==> config.mk <==
export PLATFORM = sky130hd
export DESIGN_NAME = otp_auth_ctrl
export DESIGN_NICKNAME = d
export VERILOG_FILES = /design/src/rtl/otp_auth_pkg.sv /design/src/rtl/otp_win_timer.sv /design/src/rtl/otp_auth_ctrl.sv
export SDC_FILE = /design/constraint.sdc
export NUM_CORES = 1
export LEC_CHECK = 0
export BUFFER_PORTS_ARGS = -buffer_cell sky130_fd_sc_hd__buf_4
export CORE_MARGIN = 4
export CORE_UTILIZATION = 25
export DETAILED_ROUTE_END_ITERATION = 8
export HOLD_SLACK_MARGIN = 0.1
export PLACE_DENSITY = 0.51
export SETUP_SLACK_MARGIN = 0.15
export SLEW_MARGIN = 40
export SYNTH_ARGS = -nofsm -noshare
export SYNTH_HDL_FRONTEND = slang
export SYNTH_SLANG_ARGS = --single-unit
==> constraint.sdc <==
create_clock -name clk -period 3.51 [get_ports clk]
set_input_delay 0.1755 -clock clk [delete_from_list [all_inputs] [get_ports clk]]
set_output_delay 0.1755 -clock clk [all_outputs]
set_load 0.01 [all_outputs]
==> src/rtl/otp_auth_pkg.sv <==
// Shared types and constants for the OTP authentication sequencer.
package otp_auth_pkg;

  typedef enum logic [2:0] {
    S_IDLE    = 3'd0,
    S_ARMED   = 3'd1,
    S_UNLOCK  = 3'd2,
    S_LOCKOUT = 3'd3,
    S_EXPIRED = 3'd4
  } auth_state_t;

  localparam int MAX_ATT    = 3;
  localparam int OTP_DIGITS = 4;
  localparam int DIGIT_W    = 4;
  localparam int OTP_W      = OTP_DIGITS * DIGIT_W;
  localparam int CNT_W      = 3;
  localparam logic [DIGIT_W-1:0] BCD_MAX = 4'd9;

  function automatic logic is_bcd(input logic [DIGIT_W-1:0] d);
    return d <= BCD_MAX;
  endfunction

endpackage

==> src/rtl/otp_win_timer.sv <==
// Loadable down-counter shared by the expiry, unlock and lockout windows.
module otp_win_timer #(
  parameter int W = 8
) (
  input  logic         clk,
  input  logic         rstn,
  input  logic         load,
  input  logic [W-1:0] load_val,
  output logic         zero
);

  logic [W-1:0] count_reg;

  always_ff @(posedge clk or negedge rstn) begin
    if (!rstn) begin
      count_reg <= '0;
    end else if (load) begin
      count_reg <= load_val;
    end else if (count_reg != '0) begin
      count_reg <= count_reg - 1'b1;
    end
  end

  assign zero = (count_reg == '0);

endmodule

==> src/rtl/otp_auth_ctrl.sv <==
// OTP authentication sequencer: digit entry, compare, attempt counting and timed windows.
module otp_auth_ctrl
  import otp_auth_pkg::*;
#(
  parameter int EXPIRE_CYCLES = 100_000_000,
  parameter int UNLOCK_CYCLES = 50_000_000,
  parameter int LOCK_CYCLES   = 300_000_000
) (
  input  logic        clk,
  input  logic        rstn,
  input  logic        req,
  input  logic [3:0]  digit_in,
  input  logic        digit_vld,
  input  logic        clr,
  input  logic        submit,
  input  logic [15:0] lfsr_otp,
  output logic        gen_otp,
  output logic [15:0] user_otp,
  output logic        unlock,
  output logic        lock,
  output logic        expire,
  output logic [1:0]  wrng_att
);

  localparam int MAX_CYC_EU = (EXPIRE_CYCLES > UNLOCK_CYCLES) ? EXPIRE_CYCLES : UNLOCK_CYCLES;
  localparam int MAX_CYC    = (MAX_CYC_EU > LOCK_CYCLES) ? MAX_CYC_EU : LOCK_CYCLES;
  localparam int TW         = (MAX_CYC > 1) ? $clog2(MAX_CYC) : 1;

  localparam logic [TW-1:0] EXP_LOAD = TW'(EXPIRE_CYCLES - 1);
  localparam logic [TW-1:0] UNL_LOAD = TW'(UNLOCK_CYCLES - 1);
  localparam logic [TW-1:0] LCK_LOAD = TW'(LOCK_CYCLES - 1);

  auth_state_t      state_reg, state_next;
  logic [OTP_W-1:0] user_reg, user_next;
  logic [CNT_W-1:0] cnt_reg, cnt_next;
  logic [1:0]       att_reg, att_next;
  logic             gen_reg, gen_next;
  logic [1:0]       att_inc;
  logic             tmr_load;
  logic [TW-1:0]    tmr_val;
  logic             tmr_zero;

  otp_win_timer #(.W(TW)) u_timer (
    .clk      (clk),
    .rstn     (rstn),
    .load     (tmr_load),
    .load_val (tmr_val),
    .zero     (tmr_zero)
  );

  always_ff @(posedge clk or negedge rstn) begin
    if (!rstn) begin
      state_reg <= S_IDLE;
      user_reg  <= '0;
      cnt_reg   <= '0;
      att_reg   <= '0;
      gen_reg   <= 1'b0;
    end else begin
      state_reg <= state_next;
      user_reg  <= user_next;
      cnt_reg   <= cnt_next;
      att_reg   <= att_next;
      gen_reg   <= gen_next;
    end
  end

  assign att_inc = att_reg + 2'd1;

  always_comb begin
    state_next = state_reg;
    user_next  = user_reg;
    cnt_next   = cnt_reg;
    att_next   = att_reg;
    gen_next   = 1'b0;
    tmr_load   = 1'b0;
    tmr_val    = '0;
    case (state_reg)
      S_IDLE, S_EXPIRED: begin
        if (req) begin
          gen_next   = 1'b1;
          tmr_load   = 1'b1;
          tmr_val    = EXP_LOAD;
          user_next  = '0;
          cnt_next   = '0;
          state_next = S_ARMED;
        end
      end
      S_ARMED: begin
        // Priority: submit, then timeout, then clear, then digit entry.
        if (submit) begin
          if (cnt_reg == CNT_W'(OTP_DIGITS) && user_reg == lfsr_otp) begin
            state_next = S_UNLOCK;
            tmr_load   = 1'b1;
            tmr_val    = UNL_LOAD;
            att_next   = '0;
          end else begin
            att_next  = att_inc;
            user_next = '0;
            cnt_next  = '0;
            if (att_inc == 2'(MAX_ATT)) begin
              state_next = S_LOCKOUT;
              tmr_load   = 1'b1;
              tmr_val    = LCK_LOAD;
            end
          end
        end else if (tmr_zero) begin
          state_next = S_EXPIRED;
          user_next  = '0;
          cnt_next   = '0;
        end else if (clr) begin
          user_next = '0;
          cnt_next  = '0;
        end else if (digit_vld && is_bcd(digit_in)) begin
          user_next = {user_reg[OTP_W-DIGIT_W-1:0], digit_in};
          if (cnt_reg < CNT_W'(OTP_DIGITS)) begin
            cnt_next = cnt_reg + 1'b1;
          end
        end
      end
      S_UNLOCK: begin
        if (tmr_zero) begin
          state_next = S_IDLE;
          user_next  = '0;
          cnt_next   = '0;
        end
      end
      S_LOCKOUT: begin
        if (tmr_zero) begin
          state_next = S_IDLE;
          att_next   = '0;
          user_next  = '0;
          cnt_next   = '0;
        end
      end
      default: state_next = S_IDLE;
    endcase
  end

  assign gen_otp  = gen_reg;
  assign user_otp = user_reg;
  assign wrng_att = att_reg;
  assign unlock   = (state_reg == S_UNLOCK);
  assign lock     = (state_reg == S_LOCKOUT);
  assign expire   = (state_reg == S_EXPIRED);

endmodule

==> metrics, run 1 <==
# nets final=a little over 400; Vias/cell=around 4.7; clock power share=around a quarter; PD cells=~530 nW/um^2; fmax=326.6 MHz; status=completed; most used cell, CP=or4_4; WL/cell=between 10 and 15 um; crit path cell chain=or4_4, or4_4, or4_4, a22oi_4, and2b_1, buf_4, mux2i_1; ANT nets after route=0; port bufs=47; Worst Reg-to-Reg Cells=7; root cell of the clock tree=clkbuf_16; total negative slack=0 ns; end-of-flow core utilization=31.18%; Std-Cell Rows=40; worst path bufs/invs=1; Top FF cell, synth=dfrtp_1; number of max-cap violations=0; max reg flops=29; Avg Cell Area, Syn=approximately 9.3 um^2; worst hold path class=input port to flop; Synth Warn #=0; first-pass GRT wire length=roughly 13000 um; Syn-to-layout area delta=21.72%; r2r endpoint=user_otp[9]; highest-delay cell along the critical path=or4_4; CP max stage delay=~0.66 ns; Final Cycle Share=~87%; CP Data Required Time=about 3.7 ns; DR iter-0 viols=about 120; Synth top area share=between 40% and 50%; DP Wirelength=approximately 5500 um; biggest area consumer among synthesized cells=dfrtp_1; maximum vdd ir drop=approximately 0.00022 V; core region area=roughly 12000 um^2; router iterations before antenna repair=4; register area share after synthesis=between 40 and 50%; Final Total Pwr=1.970 mW; CTS tree=done; crit-path max FO=16; # fillers=around 1300; measured slew at the worst slew-check pin=between 0.7 and 0.8 ns; Clock Skew=between 0.009 and 0.01 ns; setup violators final=0; DRC viols=0; Post-CTS Setup Inserts=0; CTS Sinks=54; Worst-path clk slew=around 0.070 ns; RR Startpoint=u_timer.count_reg[23]; pin count of the biggest net entering global routing=55; Worst slew margin=a little over half; Hold Startpoint=digit_in[3]; layout cells sized above 1=between 10% and 20%; Final Hold Fails=0; initial antenna violation count=0; CP endpoint kind=flop; Routed WL=between 7000 and 8000 um; Post-synth EDFFs=0; Placement Setup Slack=about 0.47 ns; TritonCTS buffer count=5; WHS Path Cells=3; Final Slew Violations=0; Comb pwr share=31.1%; total vias in the final route=between 2000 and 2500; cts-stage hold buffer count=1; internal power component=between 1 and 1.5 mW; die width=around 120 um; Hold Crit Endpoint=user_otp[3]; crit start category=flop; ys async rst share=between 90% and 100%; Worst R2R Setup Slack=approximately 0.45 ns; n_diodes=0; GR Util All Layers=between 10% and 20%; GRT overflow=0; die height=118.9 um; vias in the first global route=~2500; Syn Nets=362; H-tree depth=2; commonest non-fill, non-tap cell in the layout=buf_4; starting density of the core=around 26%; RSZ-0062 raised after global routing=false; Synth cell types=between 40 and 50; Clk Latency, worst-skew pair=between 0.2 and 0.3 ns; most area-consuming cells after synthesis=dfrtp_1, xnor2_1, mux2i_1; Seq cells post-synth=54; placer congestion estimate=just over 0.8; Net Sw Power=just under 700 uW; Ports=48; Cell Area, Synth=3077 um^2; Max Root-Sink Buffers=2; full die area=14150 um^2; Worst Setup Path Type=flop to flop; CP top delay family=simple AND/OR/NAND/NOR gates; Sequential Power Share=around 45%; # resized after CTS=0; fin crit period=3.062 ns; Synth Instances=around 330; setup ws final=~0.45 ns; switching share of total power=between 30% and 40%; commonest non-fill, non-tap cells in the layout=buf_4, dfrtp_1, nand2_1; CP arrival=3.28 ns; LEAKAGE=1.510 nW
worst reg2reg max path: stages (launching register included):
cell and delay (ns):
dfrtp_1 0.41, or4_4 0.57, or4_4 0.52, or4_4 0.66, a22oi_4 0.21, and2b_1 0.16
buf_4 0.24, mux2i_1 0.22
per-layer routing:
metal	vias to the layer above	part of all wire (%)	track usage, %	wire (um)
met5	-	0	0	0
li1	1230	-	-	-
met2	53	46	17.19	3480
met4	0	0.63	1.883	47
met1	1184	49	16.25	3681
met3	4	3.7	2.089	280
final cells by class:
| type | count | area [um^2] | share of cell area [%] |
|---|---|---|---|
| Clock buffer | 6 | 128.9 | 3.441 |
| Clock inverter | 1 | 7.507 | 0.2005 |
| Inverter | 23 | 86.33 | 2.305 |
| Multi-Input combinational cell | 241 | 1564 | 41.76 |
| Sequential cell | 54 | 1351 | 36.08 |
| Tap cell | 147 | 183.9 | 4.911 |
| Timing Repair Buffer | 56 | 422.9 | 11.29 |
cells by family after synthesis:
| group | Yosys count | synth area share (%) |
|---|---|---|
| fa+ha+maj | 5 | 2.033 |
| flops | 54 | 43.92 |
| compound gates | 38 | 8.621 |
| buf+inv | 36 | 5.246 |
| xor+xnor | 37 | 10.53 |
| mux | 17 | 5.571 |
| simple gates | 144 | 24.08 |
stage by stage:
step / hold slack, ns / std cells / area [um^2]
6_report: 0.1431 / 528 / 3745
5_1_grt: 0.1419 / 528 / 3745
4_1_cts: 0.1372 / 528 / 3745
3_5_place_dp: 0.2774 / 520 / 3598
3_3_place_gp: 0.2752 / 520 / 3598
2_1_floorplan: -0.1201 / 331 / 3077
power by group through the flow:
stage	combinational (mW)	clock [mW]	sequential (mW)
global placement	0.612	0	0.882
finish	0.613	0.480	0.876
detailed placement	0.617	0	0.885
global route	0.700	0.526	0.899
CTS	0.622	0.498	0.874
floorplan	0.446	0	0.863
worst max-delay path by stage:
stage	from	depth (start not counted)	slack, ns	to
3_3_place_gp	u_timer.count_reg[23]	7	0.53	user_otp[14]
2_1_floorplan	u_timer.count_reg[23]	9	0.60	user_otp[10]
6_report	u_timer.count_reg[23]	7	0.45	user_otp[9]
5_1_grt	u_timer.count_reg[23]	7	0.31	user_otp[14]
3_5_place_dp	u_timer.count_reg[23]	7	0.47	user_otp[5]
4_1_cts	u_timer.count_reg[23]	7	0.45	user_otp[6]
cells in the mapped netlist, drive strengths merged (2+ instances only):
library cell   n
dfrtp         54
nand2         42
xnor2         27
inv           23
nor2          20
mux2i         16
nor3          15
nand3         12
nor4          11
clkbuf        10
o21ai         10
xor2          10
a21oi          8
or4            8
or3            7
and2           6
nand2b         6
ha             5
nand4          5
nor2b          4
a21o           3
buf            3
o211ai         3
o31ai          3
or2            3
a2bb2oi        2
o21a           2
Note: power is estimated with default switching activity, not from simulation.
==> run 2: changes to the inputs <==
==> constraint.sdc (replaced) <==
create_clock -name clk -period 3.51 [get_ports clk]
set_input_delay 0.702 -clock clk [delete_from_list [all_inputs] [get_ports clk]]
set_output_delay 0.702 -clock clk [all_outputs]
set_load 0.01 [all_outputs]
==> run 2 against run 1 <==
Wire length shrank 2.3%. First-iteration DRC count shrank 33%. Flip-flop and latch count did not move. Cell area up 0.13%. Fmax increased by 0.93%. Clock skew rose by 0.00078 ns. Worst setup slack improved by 0.028 ns. Via count down 0.61%. Final cell count unchanged. Sequential share of layout area hardly changed. Largest cell class unchanged.
==> metrics, run 2 (synthesis gave the netlist of run 1 again) <==
Worst slew margin=a little over half; CP arrival=between 3 and 4 ns; crit start category=flop; Clock Skew=between 0.009 and 0.01 ns; die width=118.9 um; full die area=approximately 14000 um^2; layout cells sized above 1=18.37%; register area=1351 um^2; TritonCTS buffer count=5; die height=118.9 um; LEAKAGE=around 1.5 nW; setup violators final=0; # fillers=approximately 1300; GRT overflow=0; RR Startpoint=u_timer.count_reg[23]; Final Hold Fails=0; total negative slack=0 ns; root cell of the clock tree=clkbuf_16; crit-path max FO=16; area of the multi-input gates=1564 um^2; DR iter-0 viols=81; number of max-cap violations=0; DP Area=3598 um^2; Final Slew Violations=0; Worst Reg-to-Reg Cells=7; vias in the first global route=2486; pin count of the biggest net entering global routing=55; final std cell area, no fill=approximately 3700 um^2; r2r endpoint=user_otp[14]; RSZ-0062 raised after global routing=false; Final Cycle Share=86.43%; DP Wirelength=5500 um; worst hold path class=input port to asynchronous set/reset pin; internal power component=between 1 and 1.5 mW; Post-CTS Setup Inserts=0; Worst-path clk slew=about 0.07 ns; Critical Path Start=u_timer.count_reg[23]; # nets final=a little over 400; CP endpoint kind=flop; DRC viols=0; measured slew at the worst slew-check pin=between 0.7 and 0.8 ns; port bufs=47; end of the critical path=user_otp[14]; commonest non-fill, non-tap cell in the layout=buf_4; fin crit period=slightly above 3 ns; ANT nets after route=0; Std-Cell Rows=40; # resized after CTS=0; router iterations before antenna repair=4; CP Data Required Time=~3.7 ns; final hold slack=approximately 0.45 ns; cts-stage hold buffer count=0; GR Util All Layers=approximately 11%; starting density of the core=around a quarter; Ports=48; clock power share=between 20% and 30%; WL/cell=13.87 um; PD cells=530.9 nW/um^2; Syn-to-layout area delta=21.88%; initial antenna violation count=0; status=completed; commonest non-fill, non-tap cells in the layout=buf_4, dfrtp_1, nand2_1; switching share of total power=roughly a third; Comb pwr share=slightly above 30%; fmax=about 330 MHz; Worst Setup Path Type=flop to flop; n_diodes=0; core region area=12010 um^2; placer congestion estimate=roughly 0.8; H-tree depth=2; CTS Sinks=54; max reg flops=29; CTS tree=done; Vias/cell=roughly 4.7; Net Sw Power=672.1 uW; total vias in the final route=roughly 2500; end-of-flow core utilization=31.22%; Routed WL=7321 um; Sequential Power Share=a little over two fifths; Clk Latency, worst-skew pair=between 0.2 and 0.3 ns; maximum vdd ir drop=approximately 0.00022 V; Max Root-Sink Buffers=2; Worst R2R Setup Slack=0.48 ns; first-pass GRT wire length=around 13000 um
[run 2: through the flow]
step / setup WS (ns) / cells / power [mW]
2_1_floorplan: 0.5958 / 331 / 1.308
3_3_place_gp: 0.5247 / 520 / 1.495
3_5_place_dp: 0.4875 / 520 / 1.499
4_1_cts: 0.4504 / 528 / 2.022
5_1_grt: 0.3369 / 528 / 2.146
6_report: 0.4763 / 528 / 1.991
[run 2: how the worst min path moves through the flow]
stage	cells past startpoint	end	slack [ns]	from
6_report	1	user_otp[12]	0.45	rstn
5_1_grt	1	user_otp[12]	0.52	rstn
4_1_cts	1	user_otp[12]	0.49	rstn
3_5_place_dp	2	u_timer.count_reg[15]	0.51	u_timer.count_reg[15]
3_3_place_gp	2	u_timer.count_reg[15]	0.49	u_timer.count_reg[15]
2_1_floorplan	0	cnt_reg[0]	0.41	rstn
[run 2: per-layer routing]
layer | track usage [%] | wire, um | up-vias
li1 | - | - | 1233
met2 | 17.62 | 3453 | 62
met5 | 0 | 0 | -
met3 | 2.137 | 363 | 4
met4 | 1.955 | 48 | 0
met1 | 15.33 | 3455 | 1157
[run 2: power by group through the flow]
stage | clock, mW | sequential [mW] | combinational, mW
6_report | 0.511 | 0.873 | 0.607
5_1_grt | 0.552 | 0.897 | 0.698
4_1_cts | 0.529 | 0.873 | 0.620
3_5_place_dp | 0 | 0.882 | 0.617
3_3_place_gp | 0 | 0.882 | 0.613
2_1_floorplan | 0 | 0.863 | 0.446
[run 2: critical path, stage by stage, from the launching register on]
cell	delay, ns
dfrtp_1	0.40
or4_4	0.56
or4_4	0.52
or4_4	0.66
a22oi_4	0.20
and2b_1	0.16
buf_4	0.23
mux2i_1	0.22
[run 2: cell type report]
type / count / share of cell area [%]
Sequential cell: 54 / 36.04
Tap cell: 147 / 4.905
Timing Repair Buffer: 55 / 11.01
Clock inverter: 1 / 0.2336
Inverter: 23 / 2.302
Clock buffer: 7 / 3.804
Multi-Input combinational cell: 241 / 41.71
